$ cat config.mk
export PLATFORM = sky130hd
export DESIGN_NAME = bht_update_ctrl_flat
export DESIGN_NICKNAME = d
export VERILOG_FILES = /design/src/rtl/bht_update_ctrl_if.sv /design/src/rtl/bht_update_ctrl.sv /design/src/flat_wrapper.sv
export SDC_FILE = /design/constraint.sdc
export NUM_CORES = 1
export LEC_CHECK = 0
export CAP_MARGIN = 20
export CORE_MARGIN = 5
export CORE_UTILIZATION = 47
export CTS_CLUSTER_DIAMETER = 150
export DETAILED_ROUTE_END_ITERATION = 16
export GPL_ROUTABILITY_DRIVEN = 0
export PLACE_DENSITY = 0.8
export SETUP_SLACK_MARGIN = 0.4
export SLEW_MARGIN = 40
export SYNTH_ARGS = -nofsm -noshare
export SYNTH_HDL_FRONTEND = slang
export SYNTH_SLANG_ARGS = --single-unit
$ cat constraint.sdc
create_clock -name clk -period 2.2 [get_ports clk]
set_input_delay 0.44 -clock clk [delete_from_list [all_inputs] [get_ports clk]]
set_output_delay 0.44 -clock clk [all_outputs]
set_load 0.03 [all_outputs]
$ cat src/rtl/bht_update_ctrl_if.sv
// Lookup/resolution handshakes and table-write bus of the BHT update controller.
// The master drives lookups, resolutions and flush; the slave returns writes and status.
interface bht_update_ctrl_if #(
    parameter int IDX_W = 10,
    parameter int DEPTH = 4,
    parameter int CNT_W = 16
);
    localparam int OCC_W = $clog2(DEPTH) + 1;

    logic             flush;
    logic             pred_valid;
    logic             pred_ready;
    logic [IDX_W-1:0] pred_idx;
    logic [1:0]       pred_state;
    logic             pred_hist;
    logic             res_valid;
    logic             res_ready;
    logic             res_taken;
    logic             wr_en1;
    logic             wr_en2;
    logic [IDX_W-1:0] wr_idx;
    logic [1:0]       wr_data;
    logic             mispredict;
    logic             hist_out;
    logic [OCC_W-1:0] occupancy;
    logic [CNT_W-1:0] branch_cnt;
    logic [CNT_W-1:0] mispred_cnt;

    modport master (
        output flush, pred_valid, pred_idx, pred_state, pred_hist, res_valid, res_taken,
        input  pred_ready, res_ready, wr_en1, wr_en2, wr_idx, wr_data, mispredict,
               hist_out, occupancy, branch_cnt, mispred_cnt
    );

    modport slave (
        input  flush, pred_valid, pred_idx, pred_state, pred_hist, res_valid, res_taken,
        output pred_ready, res_ready, wr_en1, wr_en2, wr_idx, wr_data, mispredict,
               hist_out, occupancy, branch_cnt, mispred_cnt
    );
endinterface

$ cat src/rtl/bht_update_ctrl.sv
// Write-side controller for the two 2-bit branch history tables: queues lookups,
// pairs them with resolutions in order and issues one registered counter update each.
module bht_update_ctrl #(
    parameter int IDX_W = 10,
    parameter int DEPTH = 4,
    parameter int CNT_W = 16
) (
    input logic              clk,
    input logic              rst_n,
    bht_update_ctrl_if.slave bus
);
    localparam int PTR_W = $clog2(DEPTH);
    localparam int OCC_W = PTR_W + 1;

    typedef struct packed {
        logic [IDX_W-1:0] idx;
        logic [1:0]       state;
        logic             hist;
    } entry_t;

    entry_t           fifo [DEPTH];
    logic [PTR_W-1:0] wr_ptr;
    logic [PTR_W-1:0] rd_ptr;
    logic [OCC_W-1:0] occ;

    logic             wr_en1_q;
    logic             wr_en2_q;
    logic [IDX_W-1:0] wr_idx_q;
    logic [1:0]       wr_data_q;
    logic             mispredict_q;
    logic             hist_q;
    logic [CNT_W-1:0] branch_cnt_q;
    logic [CNT_W-1:0] mispred_cnt_q;

    logic   can_push;
    logic   can_pop;
    logic   push;
    logic   pop;
    logic   miss;
    entry_t head;

    // Encoding 00 sNT, 01 wNT, 11 sT, 10 wT; bit 1 is the prediction.
    function automatic logic [1:0] next_state(input logic [1:0] cur, input logic taken);
        logic [1:0] nxt;
        nxt = 2'b00;
        unique case (cur)
            2'b00: nxt = taken ? 2'b01 : 2'b00;
            2'b01: nxt = taken ? 2'b11 : 2'b00;
            2'b11: nxt = taken ? 2'b11 : 2'b10;
            2'b10: nxt = taken ? 2'b11 : 2'b00;
            default: nxt = 2'b00;
        endcase
        return nxt;
    endfunction

    // Readiness comes from occupancy alone, so flush never gates the handshake.
    assign can_push = (occ != OCC_W'(DEPTH));
    assign can_pop  = (occ != '0);
    assign push     = bus.pred_valid & can_push & ~bus.flush;
    assign pop      = bus.res_valid & can_pop & ~bus.flush;
    assign head     = fifo[rd_ptr];
    assign miss     = (head.state[1] != bus.res_taken);

    assign bus.pred_ready  = can_push;
    assign bus.res_ready   = can_pop;
    assign bus.occupancy   = occ;
    assign bus.wr_en1      = wr_en1_q;
    assign bus.wr_en2      = wr_en2_q;
    assign bus.wr_idx      = wr_idx_q;
    assign bus.wr_data     = wr_data_q;
    assign bus.mispredict  = mispredict_q;
    assign bus.hist_out    = hist_q;
    assign bus.branch_cnt  = branch_cnt_q;
    assign bus.mispred_cnt = mispred_cnt_q;

    always_ff @(posedge clk) begin
        if (push) fifo[wr_ptr] <= '{idx: bus.pred_idx, state: bus.pred_state, hist: bus.pred_hist};
    end

    always_ff @(posedge clk or negedge rst_n) begin
        if (!rst_n) begin
            wr_ptr <= '0;
            rd_ptr <= '0;
            occ    <= '0;
        end else if (bus.flush) begin
            wr_ptr <= '0;
            rd_ptr <= '0;
            occ    <= '0;
        end else begin
            if (push) wr_ptr <= wr_ptr + PTR_W'(1);
            if (pop)  rd_ptr <= rd_ptr + PTR_W'(1);
            if (push && !pop)      occ <= occ + OCC_W'(1);
            else if (pop && !push) occ <= occ - OCC_W'(1);
        end
    end

    always_ff @(posedge clk or negedge rst_n) begin
        if (!rst_n) begin
            wr_en1_q      <= 1'b0;
            wr_en2_q      <= 1'b0;
            wr_idx_q      <= '0;
            wr_data_q     <= 2'b00;
            mispredict_q  <= 1'b0;
            hist_q        <= 1'b0;
            branch_cnt_q  <= '0;
            mispred_cnt_q <= '0;
        end else begin
            wr_en1_q     <= pop & head.hist;
            wr_en2_q     <= pop & ~head.hist;
            mispredict_q <= pop & miss;
            if (pop) begin
                wr_idx_q  <= head.idx;
                wr_data_q <= next_state(head.state, bus.res_taken);
                hist_q    <= bus.res_taken;
                if (branch_cnt_q != '1) branch_cnt_q <= branch_cnt_q + CNT_W'(1);
                if (miss && mispred_cnt_q != '1) mispred_cnt_q <= mispred_cnt_q + CNT_W'(1);
            end
        end
    end
endmodule

$ cat src/flat_wrapper.sv
// flat-port wrapper written by rule: the top's interface ports become plain ports
module bht_update_ctrl_flat 
#(
    parameter int IDX_W = 10,
    parameter int DEPTH = 4,
    parameter int CNT_W = 16
)
  (clk, rst_n, bus_flush, bus_pred_valid, bus_pred_idx, bus_pred_state, bus_pred_hist, bus_res_valid, bus_res_taken, bus_pred_ready, bus_res_ready, bus_wr_en1, bus_wr_en2, bus_wr_idx, bus_wr_data, bus_mispredict, bus_hist_out, bus_occupancy, bus_branch_cnt, bus_mispred_cnt);
  bht_update_ctrl_if #(.IDX_W(IDX_W), .DEPTH(DEPTH), .CNT_W(CNT_W)) bus_i ();
  input logic clk;
  input logic rst_n;
  input wire logic [$bits(bus_i.flush)-1:0] bus_flush;
  input wire logic [$bits(bus_i.pred_valid)-1:0] bus_pred_valid;
  input wire logic [$bits(bus_i.pred_idx)-1:0] bus_pred_idx;
  input wire logic [$bits(bus_i.pred_state)-1:0] bus_pred_state;
  input wire logic [$bits(bus_i.pred_hist)-1:0] bus_pred_hist;
  input wire logic [$bits(bus_i.res_valid)-1:0] bus_res_valid;
  input wire logic [$bits(bus_i.res_taken)-1:0] bus_res_taken;
  output wire logic [$bits(bus_i.pred_ready)-1:0] bus_pred_ready;
  output wire logic [$bits(bus_i.res_ready)-1:0] bus_res_ready;
  output wire logic [$bits(bus_i.wr_en1)-1:0] bus_wr_en1;
  output wire logic [$bits(bus_i.wr_en2)-1:0] bus_wr_en2;
  output wire logic [$bits(bus_i.wr_idx)-1:0] bus_wr_idx;
  output wire logic [$bits(bus_i.wr_data)-1:0] bus_wr_data;
  output wire logic [$bits(bus_i.mispredict)-1:0] bus_mispredict;
  output wire logic [$bits(bus_i.hist_out)-1:0] bus_hist_out;
  output wire logic [$bits(bus_i.occupancy)-1:0] bus_occupancy;
  output wire logic [$bits(bus_i.branch_cnt)-1:0] bus_branch_cnt;
  output wire logic [$bits(bus_i.mispred_cnt)-1:0] bus_mispred_cnt;
  assign bus_i.flush = bus_flush;
  assign bus_i.pred_valid = bus_pred_valid;
  assign bus_i.pred_idx = bus_pred_idx;
  assign bus_i.pred_state = bus_pred_state;
  assign bus_i.pred_hist = bus_pred_hist;
  assign bus_i.res_valid = bus_res_valid;
  assign bus_i.res_taken = bus_res_taken;
  assign bus_pred_ready = bus_i.pred_ready;
  assign bus_res_ready = bus_i.res_ready;
  assign bus_wr_en1 = bus_i.wr_en1;
  assign bus_wr_en2 = bus_i.wr_en2;
  assign bus_wr_idx = bus_i.wr_idx;
  assign bus_wr_data = bus_i.wr_data;
  assign bus_mispredict = bus_i.mispredict;
  assign bus_hist_out = bus_i.hist_out;
  assign bus_occupancy = bus_i.occupancy;
  assign bus_branch_cnt = bus_i.branch_cnt;
  assign bus_mispred_cnt = bus_i.mispred_cnt;
  bht_update_ctrl #(.IDX_W(IDX_W), .DEPTH(DEPTH), .CNT_W(CNT_W)) u_core (.clk(clk), .rst_n(rst_n), .bus(bus_i));
endmodule
==> flow_summary.toml <==
[run_status]
run_status = "complete, no violations"

[drt]
drt-pass1-iter-count = 5
drt_iter0_markers = 127
drtAntennaViolNets = 0
drc = 0
wirelength_um = 9264
wl_per_cell_um = 16.75
num_vias = 2838
via_per_inst = 5.132

[setup_path]
timing.critical_path.fanout_max = 6
worst-setup-path-type = "reg2reg"
worst_setup_path_start_kind = "register"
crit_arrival_ns = 2.19
crit_path_end_kind = "register"
cp.required_ns = 2.47

[sta]
tightest_slew_ns = 0.4073
fin_skew_ns = 0.01550
maxSlewViolCount = 0
setup_viol = 0
hold_viol = 0
rsz0062_at_grt = "true"
slew_headroom_pct = 72.65
max_freq_ghz = 0.5195
finalSetupTns_ns = 0
fin_crit_ns = 1.925
finalCritPeriodShare_pct = 87.49
whs_ns = 0.04396

[floorplan]
coreArea_sq_um = 9240
ios = 72
row_count = 35
die_h_um = 107.4
initial_core_util_pct = 48.22
die_area_sq_um = 11530
die-width_um = 107.4

[finish]
utilization_pct = 64.14
fin_nets = 447
area_growth_pct = 33.02
ff_latch_area_sq_um = 2924
drive_gt1_share_pct = 25.47
fin_cells = 553
antennaDiodeCount = 0
fillers = 718
multiInputGateArea_sq_um = 1662
fin_area_sq_um = 5927

[place]
placed_cell_area_sq_um = 5455
dp.cells = 511
dp_hpwl_um = 6016
portBuffers = 71

[pwr]
ir_drop_mv = 0.6091
leakage_nw = 2.567
power_density_nw_per_um2 = 1046

[synthesis]
yosysSeqAreaShare_pct = 65.37
syn_nets = 337
synthDistinctLibCells = 37
yosysMostFrequentCell = "dfrtp_1"
ys_warn_count = 0
syn-mean-instance-area_sq_um = 14.42
synthArstFlopShare_pct = 50.94
postSynthCellCount = 309
syn_area_sq_um = 4456
netlist_top_cells_count = "54 x dfrtp_1, 52 x edfxtp_1, 46 x nand2_1"
synth-main-ff-cell = "dfrtp_1"
ys_ff_latch = 106
yosys.area.top_type = "edfxtp_1"
synth_area_leaders = "edfxtp_1 35%, dfrtp_1 30%, xnor2_1 5.3%, mux4_2 5.1%, nand2_1 3.9%"
synth_top_area_share_pct = 35.05
synth-edff-count = 52

[clock_tree]
cts_buffers = 9
clk_transition_reported_paths_ns = 0.11
h-tree-depth = 3
cts.sinks = 106
clk_path_buf_depth = 2
clock_latency_ns = 0.37
cts-root-buf = "clkbuf_8"
cts_tree = "done"
ctsHoldBuffers = 0

[worst_hold_path]
hold_path.class = "in2async"

[grt]
grt_start_max_net_pins = 55
grt_use_total_pct = 16.08
grt_pass1_wl_um = 14520
grt_pass1_vias = 2826
antenna_found_initial = 0
grt.overflow.total = 0

[flow_run]
drv_cap = 0
==> through the flow <==
stage | power, W | worst slack, ns
2_1_floorplan | 0.004036 | 0.1363
3_3_place_gp | 0.004788 | 0.02971
3_5_place_dp | 0.004840 | -0.01779
4_1_cts | 0.006040 | 0.2177
5_1_grt | 0.006555 | 0.1620
6_report | 0.006199 | 0.2751
==> where the power goes <==
part | internal [W] | total, W | switching, W
clock network | 0.000470 | 0.00122 | 0.000747
registers | 0.00238 | 0.00264 | 0.000257
logic | 0.00102 | 0.00234 | 0.00132
total | 0.00388 | 0.00620 | 0.00232
==> area by class of cell <==
cell class,instances,area share (%)
Inverter,6,0.3800
Multi-Input combinational cell,191,28.03
Clock buffer,9,2.090
Timing Repair Buffer,105,15.98
Clock inverter,7,1.457
Sequential cell,106,49.33
Tap cell,129,2.723
==> routing by layer <==
layer | up-vias | wire (um) | track usage [%]
li1 | 1341 | - | -
met1 | 1402 | 3879 | 21.12
met2 | 82 | 4750 | 26.94
met3 | 13 | 462 | 3.659
met4 | 0 | 172 | 4.599
met5 | - | 0 | 0
==> worst max-delay path: stages, from the launching register on <==
cell and delay [ns]:
dfrtp_2 0.46, or3b_4 0.46, nand2_8 0.09, nor3_4 0.05, fa_2 0.33, nor2_1 0.09, a32oi_1 0.11, xor2_1 0.19
nor2_1 0.05
==> sequential cells by signal (all words and copies together), names as in the netlist <==
register	flops
u_core.bus.branch_cnt	16
u_core.bus.mispred_cnt	16
u_core.bus.mispredict	1
u_core.bus.occupancy	3
u_core.bus.wr_data	2
u_core.bus.wr_en1	1
u_core.bus.wr_en2	1
u_core.bus.wr_idx	10
u_core.fifo	52
u_core.rd_ptr	2
u_core.wr_ptr	2
==> path summary, 6_finish.rpt <==
path | endpoint | startpoint | slack, ns | cells past startpoint
min in group clk | u_core.bus.wr_idx[1] | u_core.bus.wr_idx[1] | 0.49 | 2
worst min register to register | u_core.bus.wr_idx[1] | u_core.bus.wr_idx[1] | 0.49 | 2
worst max register to register | u_core.bus.occupancy[2] | u_core.bus.occupancy[1] | 0.28 | 8
worst max-delay path | u_core.bus.occupancy[2] | u_core.bus.occupancy[1] | 0.28 | 8
max in group asynchronous | u_core.bus.occupancy[2] | rst_n | 1.89 | 2
worst min-delay path | u_core.bus.mispred_cnt[12] | rst_n | 0.04 | 2
==> kinds of logic after synthesis <==
group / synth area share [%]
adder cells (fa/ha/maj): 2.696
XOR/XNOR: 7.105
buffers and inverters: 1.657
AND/OR/NAND/NOR: 13.37
multiplexers: 7.582
AO/OA/AOI/OAI: 2.218
flip-flops: 65.38
==> cell usage in the layout (no fill, tap or decap), types with 2 or more instances in the layout <==
cell type         n
a21oi_1           5
and2_1            2
and2_4            7
and3_1           11
and4_1            3
buf_12            3
buf_4            29
buf_6             4
clkbuf_8          9
clkdlybuf4s15_1   2
clkdlybuf4s50_1  17
dfrtp_1          45
dfrtp_2           9
dlygate4sd2_1    49
edfxtp_1         52
ha_1              7
inv_1             6
inv_8             4
mux2_2            2
mux4_1            3
mux4_2           10
nand2_1          42
nand2_2           2
nand3_1          15
nand4_1           9
nor2_1           11
nor3_4            2
nor4_4            2
or3_4             2
xnor2_1          26
xor2_1            6
==> repair_timing <==
action                                  4_1_cts  5_1_grt
endpoints found under the setup margin       73       87
pin swaps                                    14       17
gates resized for setup                      72       28
setup buffers                                10       12
cloned                                        0        4
Note: power is estimated with default switching activity, not from simulation.
